**src/rtl/edge_frame_ctrl.sv**
```systemverilog
// ---------------------------------------------------------------------------
// edge_frame_ctrl
//
// Frame sequencer for the RGB565 edge-detection datapath. Pops pixels from a
// first-word-fall-through capture FIFO and presents them to the edge
// processor as a qualified pixel stream. It tracks pixel position, inserts
// horizontal blanking after each line, latches the edge threshold only at
// frame boundaries, and flags frame start / line end / frame end.
//
// Optional feature: define EDGE_CTRL_WATCHDOG_EN to enable the ACTIVE-state
// stall watchdog. Without it, err_stall is tied low and ACTIVE waits for the
// FIFO indefinitely.
//
// Ports:
//   clk, rst_n        clock, asynchronous active-low reset
//   start             one-cycle pulse, starts a frame from IDLE only
//   cont              continuous mode, sampled in DONE
//   abort             abandon the frame, return to IDLE (highest priority)
//   cfg_threshold/wr  shadow threshold write (takes effect at next ARM)
//   fifo_empty/dout   capture FIFO status and head word
//   fifo_rd_en        FIFO pop (combinational)
//   out_ready         downstream sink can accept a result
//   proc_pixel/valid  registered pixel stream to the processor
//   proc_threshold    active threshold
//   sof/eol/eof       frame/line markers, aligned with proc_valid
//   busy              state != IDLE
//   frame_done        one-cycle pulse in DONE
//   err_stall         sticky watchdog flag
//
// State    | Meaning
// ---------+------------------------------------------------------------
// IDLE     | waiting for start
// ARM      | load threshold from shadow, clear position counters
// ACTIVE   | pop and forward pixels while FIFO non-empty and sink ready
// HBLANK   | H_BLANK idle cycles between lines, no pops
// DONE     | frame_done pulse, then ARM (cont) or IDLE
// ---------------------------------------------------------------------------
module edge_frame_ctrl #(
  parameter int unsigned H_ACTIVE    = 640,
  parameter int unsigned V_ACTIVE    = 480,
  parameter int unsigned H_BLANK     = 4,
  parameter int unsigned STALL_LIMIT = 1024
) (
  input  logic        clk,
  input  logic        rst_n,
  input  logic        start,
  input  logic        cont,
  input  logic        abort,
  input  logic [2:0]  cfg_threshold,
  input  logic        cfg_wr,
  input  logic        fifo_empty,
  input  logic [15:0] fifo_dout,
  output logic        fifo_rd_en,
  input  logic        out_ready,
  output logic [15:0] proc_pixel,
  output logic        proc_valid,
  output logic [2:0]  proc_threshold,
  output logic        sof,
  output logic        eol,
  output logic        eof,
  output logic        busy,
  output logic        frame_done,
  output logic        err_stall
);

  localparam int unsigned XW = (H_ACTIVE > 1) ? $clog2(H_ACTIVE) : 1;
  localparam int unsigned YW = (V_ACTIVE > 1) ? $clog2(V_ACTIVE) : 1;
  localparam int unsigned BW = (H_BLANK > 1) ? $clog2(H_BLANK) : 1;

  localparam logic [XW-1:0] X_LAST     = XW'(H_ACTIVE - 1);
  localparam logic [YW-1:0] Y_LAST     = YW'(V_ACTIVE - 1);
  localparam logic [BW-1:0] BLANK_LOAD = BW'(H_BLANK - 1);

  if (H_BLANK < 1 || STALL_LIMIT < 1) begin : g_param_check
    $error("edge_frame_ctrl: H_BLANK and STALL_LIMIT must be >= 1");
  end

  typedef enum logic [2:0] {
    S_IDLE   = 3'd0,
    S_ARM    = 3'd1,
    S_ACTIVE = 3'd2,
    S_HBLANK = 3'd3,
    S_DONE   = 3'd4
  } state_t;

  state_t        state_q, state_d;
  logic [XW-1:0] x_q, x_d;
  logic [YW-1:0] y_q, y_d;
  logic [BW-1:0] blank_q, blank_d;
  logic [15:0]   pixel_q, pixel_d;
  logic          valid_q, valid_d;
  logic          sof_q, sof_d;
  logic          eol_q, eol_d;
  logic          eof_q, eof_d;
  logic [2:0]    thr_q, thr_d;
  logic [2:0]    shadow_q, shadow_d;

  logic issue_raw;
  logic issue;
  logic wd_trip;

  // Pop opportunity before abort gating; the watchdog watches this so an
  // abort in the same cycle cannot be mistaken for a stall.
  assign issue_raw = (state_q == S_ACTIVE) && !fifo_empty && out_ready;
  // No pop on an abort cycle: the word stays in the FIFO for the next frame.
  assign issue     = issue_raw && !abort;

`ifdef EDGE_CTRL_WATCHDOG_EN
  localparam int unsigned SW = (STALL_LIMIT > 1) ? $clog2(STALL_LIMIT) : 1;
  localparam logic [SW-1:0] WD_LOAD = SW'(STALL_LIMIT - 1);

  logic [SW-1:0] wd_q, wd_d;
  logic          err_q, err_d;

  // Down-counter reloaded on every issue and outside ACTIVE; terminal count
  // is reached on the STALL_LIMIT-th consecutive idle ACTIVE cycle.
  always_comb begin
    wd_d    = WD_LOAD;
    wd_trip = 1'b0;
    err_d   = err_q;
    if (state_q == S_ACTIVE && !issue_raw) begin
      if (wd_q == '0) wd_trip = 1'b1;
      else            wd_d    = wd_q - 1'b1;
    end
    if (wd_trip)                         err_d = 1'b1;
    else if (state_q == S_IDLE && start) err_d = 1'b0;
  end

  always_ff @(posedge clk or negedge rst_n) begin
    if (!rst_n) begin
      wd_q  <= WD_LOAD;
      err_q <= 1'b0;
    end else begin
      wd_q  <= wd_d;
      err_q <= err_d;
    end
  end

  assign err_stall = err_q;
`else
  assign wd_trip   = 1'b0;
  assign err_stall = 1'b0;
`endif

  always_comb begin
    state_d  = state_q;
    x_d      = x_q;
    y_d      = y_q;
    blank_d  = blank_q;
    pixel_d  = pixel_q;
    valid_d  = 1'b0;
    sof_d    = 1'b0;
    eol_d    = 1'b0;
    eof_d    = 1'b0;
    thr_d    = thr_q;
    shadow_d = cfg_wr ? cfg_threshold : shadow_q;

    unique case (state_q)
      S_IDLE: begin
        if (start) state_d = S_ARM;
      end
      S_ARM: begin
        // shadow_d gives write-through when cfg_wr lands on the ARM cycle
        thr_d   = shadow_d;
        x_d     = '0;
        y_d     = '0;
        state_d = S_ACTIVE;
      end
      S_ACTIVE: begin
        if (issue) begin
          pixel_d = fifo_dout;
          valid_d = 1'b1;
          sof_d   = (x_q == '0) && (y_q == '0);
          eol_d   = (x_q == X_LAST);
          eof_d   = (x_q == X_LAST) && (y_q == Y_LAST);
          if (x_q == X_LAST) begin
            x_d = '0;
            if (y_q == Y_LAST) begin
              y_d     = '0;
              state_d = S_DONE;
            end else begin
              y_d     = y_q + 1'b1;
              blank_d = BLANK_LOAD;
              state_d = S_HBLANK;
            end
          end else begin
            x_d = x_q + 1'b1;
          end
        end
      end
      S_HBLANK: begin
        if (blank_q == '0) state_d = S_ACTIVE;
        else               blank_d = blank_q - 1'b1;
      end
      S_DONE: begin
        state_d = cont ? S_ARM : S_IDLE;
      end
      default: begin
        state_d = S_IDLE;
      end
    endcase

    // Abort (external or watchdog) overrides everything but the shadow
    // register and the sticky stall flag.
    if (abort || wd_trip) begin
      state_d = S_IDLE;
      x_d     = '0;
      y_d     = '0;
      valid_d = 1'b0;
      sof_d   = 1'b0;
      eol_d   = 1'b0;
      eof_d   = 1'b0;
    end
  end

  always_ff @(posedge clk or negedge rst_n) begin
    if (!rst_n) begin
      state_q  <= S_IDLE;
      x_q      <= '0;
      y_q      <= '0;
      blank_q  <= '0;
      pixel_q  <= '0;
      valid_q  <= 1'b0;
      sof_q    <= 1'b0;
      eol_q    <= 1'b0;
      eof_q    <= 1'b0;
      thr_q    <= '0;
      shadow_q <= '0;
    end else begin
      state_q  <= state_d;
      x_q      <= x_d;
      y_q      <= y_d;
      blank_q  <= blank_d;
      pixel_q  <= pixel_d;
      valid_q  <= valid_d;
      sof_q    <= sof_d;
      eol_q    <= eol_d;
      eof_q    <= eof_d;
      thr_q    <= thr_d;
      shadow_q <= shadow_d;
    end
  end

  assign fifo_rd_en     = issue;
  assign proc_pixel     = pixel_q;
  assign proc_valid     = valid_q;
  assign proc_threshold = thr_q;
  assign sof            = sof_q;
  assign eol            = eol_q;
  assign eof            = eof_q;
  assign busy           = (state_q != S_IDLE);
  assign frame_done     = (state_q == S_DONE);

endmodule

```
**config.mk**
```make
export PLATFORM = sky130hd
export DESIGN_NAME = edge_frame_ctrl
export DESIGN_NICKNAME = d
export VERILOG_FILES = /design/src/rtl/edge_frame_ctrl.sv
export SDC_FILE = /design/constraint.sdc
export NUM_CORES = 1
export LEC_CHECK = 0
export ABC_AREA = 0
export BUFFER_PORTS_ARGS = -buffer_cell sky130_fd_sc_hd__buf_2
export CORE_ASPECT_RATIO = 1.2
export CORE_MARGIN = 10
export CORE_UTILIZATION = 54
export CTS_CLUSTER_DIAMETER = 100
export DETAILED_ROUTE_END_ITERATION = 8
export GPL_TIMING_DRIVEN = 0
export PLACE_DENSITY = 0.79
export SETUP_SLACK_MARGIN = 0.2
export SKIP_LAST_GASP = 1
export SYNTH_ARGS = -nofsm -noshare
export SYNTH_HDL_FRONTEND = slang
export SYNTH_SLANG_ARGS = --single-unit
```
**constraint.sdc**
```tcl
create_clock -name clk -period 2 [get_ports clk]
set_input_delay 0.1 -clock clk [delete_from_list [all_inputs] [get_ports clk]]
set_output_delay 0.1 -clock clk [all_outputs]
set_load 0.005 [all_outputs]
```
==> results_dict.tcl <==
set metrics [dict create \
    path_class "reg2reg" \
    num_rows 27 \
    end_kind "flop" \
    fmax_ghz 0.566 \
    die_area_um2 7810 \
    antenna_left 0 \
    dp_slack_ns 0.0605 \
    finalHoldWorstSlack_ns -0.0179 \
    ys_ff_latch 50 \
    core_area_um2 4560 \
    synthCells 264 \
    synth.top_cell.area_share 0.497 \
    post-dp-hpwl_mm 4.09 \
    tns_ns 0 \
    routedWlPerCell_um 15.6 \
    relSlewSlack 0.284 \
    syn_to_final_growth_pct 30.0 \
    clock_power_share 0.250 \
    grt_pass1_vias 2328 \
    synth.most_common_cell "nand2_1" \
    layout.nets 382 \
    hold_viol 13 \
    drt_iter0_drc 187 \
    fin_area_um2 3280 \
    yosysTopAreaCell "dfrtp_1" \
    syn_nets 296 \
    portBuffers 52 \
    gp_congestion 0.853 \
    cts_max_level 2 \
    critPathMaxFanout 9 \
    synth-async-reset-ratio 1.00 \
    n_fill_cell 314 \
    antenna_cells 0 \
    cts_made_buffers 5 \
    synth.avg_cell_area_um2 9.55 \
    grt_pass1_wl_mm 10.6 \
    setup_ws_ns 0.235 \
    cts_sinks 50 \
    grt_overflow 0 \
    ios 54 \
    yosysWarningCount 0 \
    fin_crit_ns 1.77 \
    violations "negative hold slack" \
    fin_crit_sh 0.883 \
    worst_pin_slew_ns 1.07 \
    switching_share 0.297 \
    yosysUniqueCellTypes 50 \
    synthesis.area_um2 2520 \
    routed_wl_mm 6.39 \
    clockRootBuffer "clkbuf_8" \
    outcome "complete, but fails checks" \
    synth.top_cells.by_area "dfrtp_1 (50%), nand2_1 (9.2%), o21ai_0 (3.0%), mux2_2 (2.7%), ha_1 (2.5%)" \
    clock_path_buffers 2 \
    start_util 0.553 \
    ys_seq_area_frac 0.497 \
    path_clk_slew_ns 0.09 \
    drc 0 \
    skew_ns 0.00372 \
    seqPwrFrac 0.517 \
    via_per_inst 5.50 \
    crit_arrival_ns 1.97 \
    p_leak_nw 1.60 \
    fp.dieW_um 82.4 \
    p_comb_frac 0.233 \
    synth_common_cells "nand2_1 (62), dfrtp_1 (50), o21ai_0 (15)" \
    dpl.cell_count 374 \
    ys.flop_type "dfrtp_1" \
    rsz0062_at_grt "true" \
    first_pass_iters 4 \
    drive_gt1_frac 0.311 \
    finalPower_mw 2.39 \
    drv_slew 0 \
    grt_max_degree 51 \
    worstPathRequired_ns 2.21 \
    critPathLaunchType "flop" \
    stdcell_count 409 \
    cap_violations 0 \
    regArea_um2 1250 \
    synth-edff-count 0 \
    internal_power_mw 1.68 \
    powerDensity_nw_per_um2 729 \
    multi_input_area_um2 1210 \
    tritoncts "yes" \
    die_h_um 94.8 \
    vias 2249 \
    worstSkewPairLatency_ns 0.30 \
    hp-class "in2async" \
    antenna_found_initial 0 \
    grt_util_all_layers 0.166 \
    finalSetupViolations 0 \
    worst_ir_drop_vdd_mv 0.733 \
    placed_area_um2 2850 \
    p_switching_mw 0.709 \
]
==> layer usage <==
metal	global-route usage	up-vias	share of wire
li1	-	1087	-
met1	0.192	1098	0.40
met2	0.286	58	0.53
met3	0.0570	6	0.064
met4	0.0369	0	0.0078
met5	0	-	0
==> layout by cell type, fill, tap and decap left out, drive strengths merged, types with 5 or more instances in the layout <==
master,synthesis,routed
dlygate4sd3,0,16
nor4,5,5
mux2,6,6
nor2,12,12
ha,5,5
buf,11,73
and3,7,7
nand2,63,63
nor2b,5,5
a21oi,9,9
nand3,10,10
o21ai,19,19
dfrtp,50,50
inv,10,11
nor3,6,6
clkbuf,2,8
==> stage by stage <==
step           hold WS (ns)  utilization
2_1_floorplan        -0.196            -
3_3_place_gp          0.287        0.626
3_5_place_dp          0.294        0.626
4_1_cts              0.0337        0.697
5_1_grt              0.0343        0.719
6_report            -0.0179        0.719
==> sequential cells by signal (all words and copies together) (netlist names) <==
signal and cells:
eof 1, proc_valid 1, sof 1, proc_threshold 3, y_q 9, eol 1
shadow_q 3, blank_q 2, state_q 3, proc_pixel 16, x_q 10
==> layout make-up <==
type | instances | area share
plain buffers | 13 | 0.0328
clock buffers | 5 | 0.0210
clock inverters | 3 | 0.00649
inverters | 11 | 0.0134
multi-input cells | 190 | 0.369
flip-flops and latches | 50 | 0.382
well taps | 58 | 0.0221
repair buffers | 79 | 0.153
==> power by group through the flow <==
stage,clock network [mW],registers [mW],logic [mW]
4_1_cts,0.604,1.23,0.545
3_5_place_dp,0,1.25,0.507
6_report,0.597,1.24,0.557
5_1_grt,0.648,1.26,0.631
3_3_place_gp,0,1.25,0.493
2_1_floorplan,0,1.27,0.244
==> final timing paths <==
check                                          startpoint                             to  slack, ns  cells past startpoint
worst max-delay path                   y_q[0]$_DFFE_PN0P_             y_q[5]$_DFFE_PN0P_       0.23                      7
worst min-delay path                                rst_n             y_q[7]$_DFFE_PN0P_      -0.02                      1
worst min register to register  proc_pixel[2]$_DFFE_PN0P_      proc_pixel[2]$_DFFE_PN0P_       0.48                      2
min in group clk                         cfg_threshold[1]          shadow_q[1]$_DFF_PN0_       0.04                      2
worst max register to register         y_q[0]$_DFFE_PN0P_             y_q[5]$_DFFE_PN0P_       0.23                      7
max in group asynchronous                           rst_n  proc_threshold[2]$_DFFE_PN0N_       1.35                      1
==> logic make-up after synthesis <==
family,share of synthesized area
AO/OA/AOI/OAI,0.109
XOR/XNOR,0.0139
adder cells (fa/ha/maj),0.0248
buffers and inverters,0.0526
flip-flops,0.497
multiplexers,0.0348
other,0.00149
AND/OR/NAND/NOR,0.267
==> repair_timing <==
item                                   CTS  global route
hold buffers                            16             0
pin swaps                                4             4
buffers inserted                         6             5
resized for setup                        8            13
endpoints found under the hold margin   16             0
setup endpoints to repair                8            19
==> critical path: stages (launching register included) <==
cell      delay (ns)
dfrtp_1         0.40
ha_2            0.20
and3_4          0.20
and4b_1         0.20
buf_4           0.17
nor2_4          0.11
nand3_2         0.11
o311ai_2        0.27
Note: power is estimated with default switching activity, not from simulation.
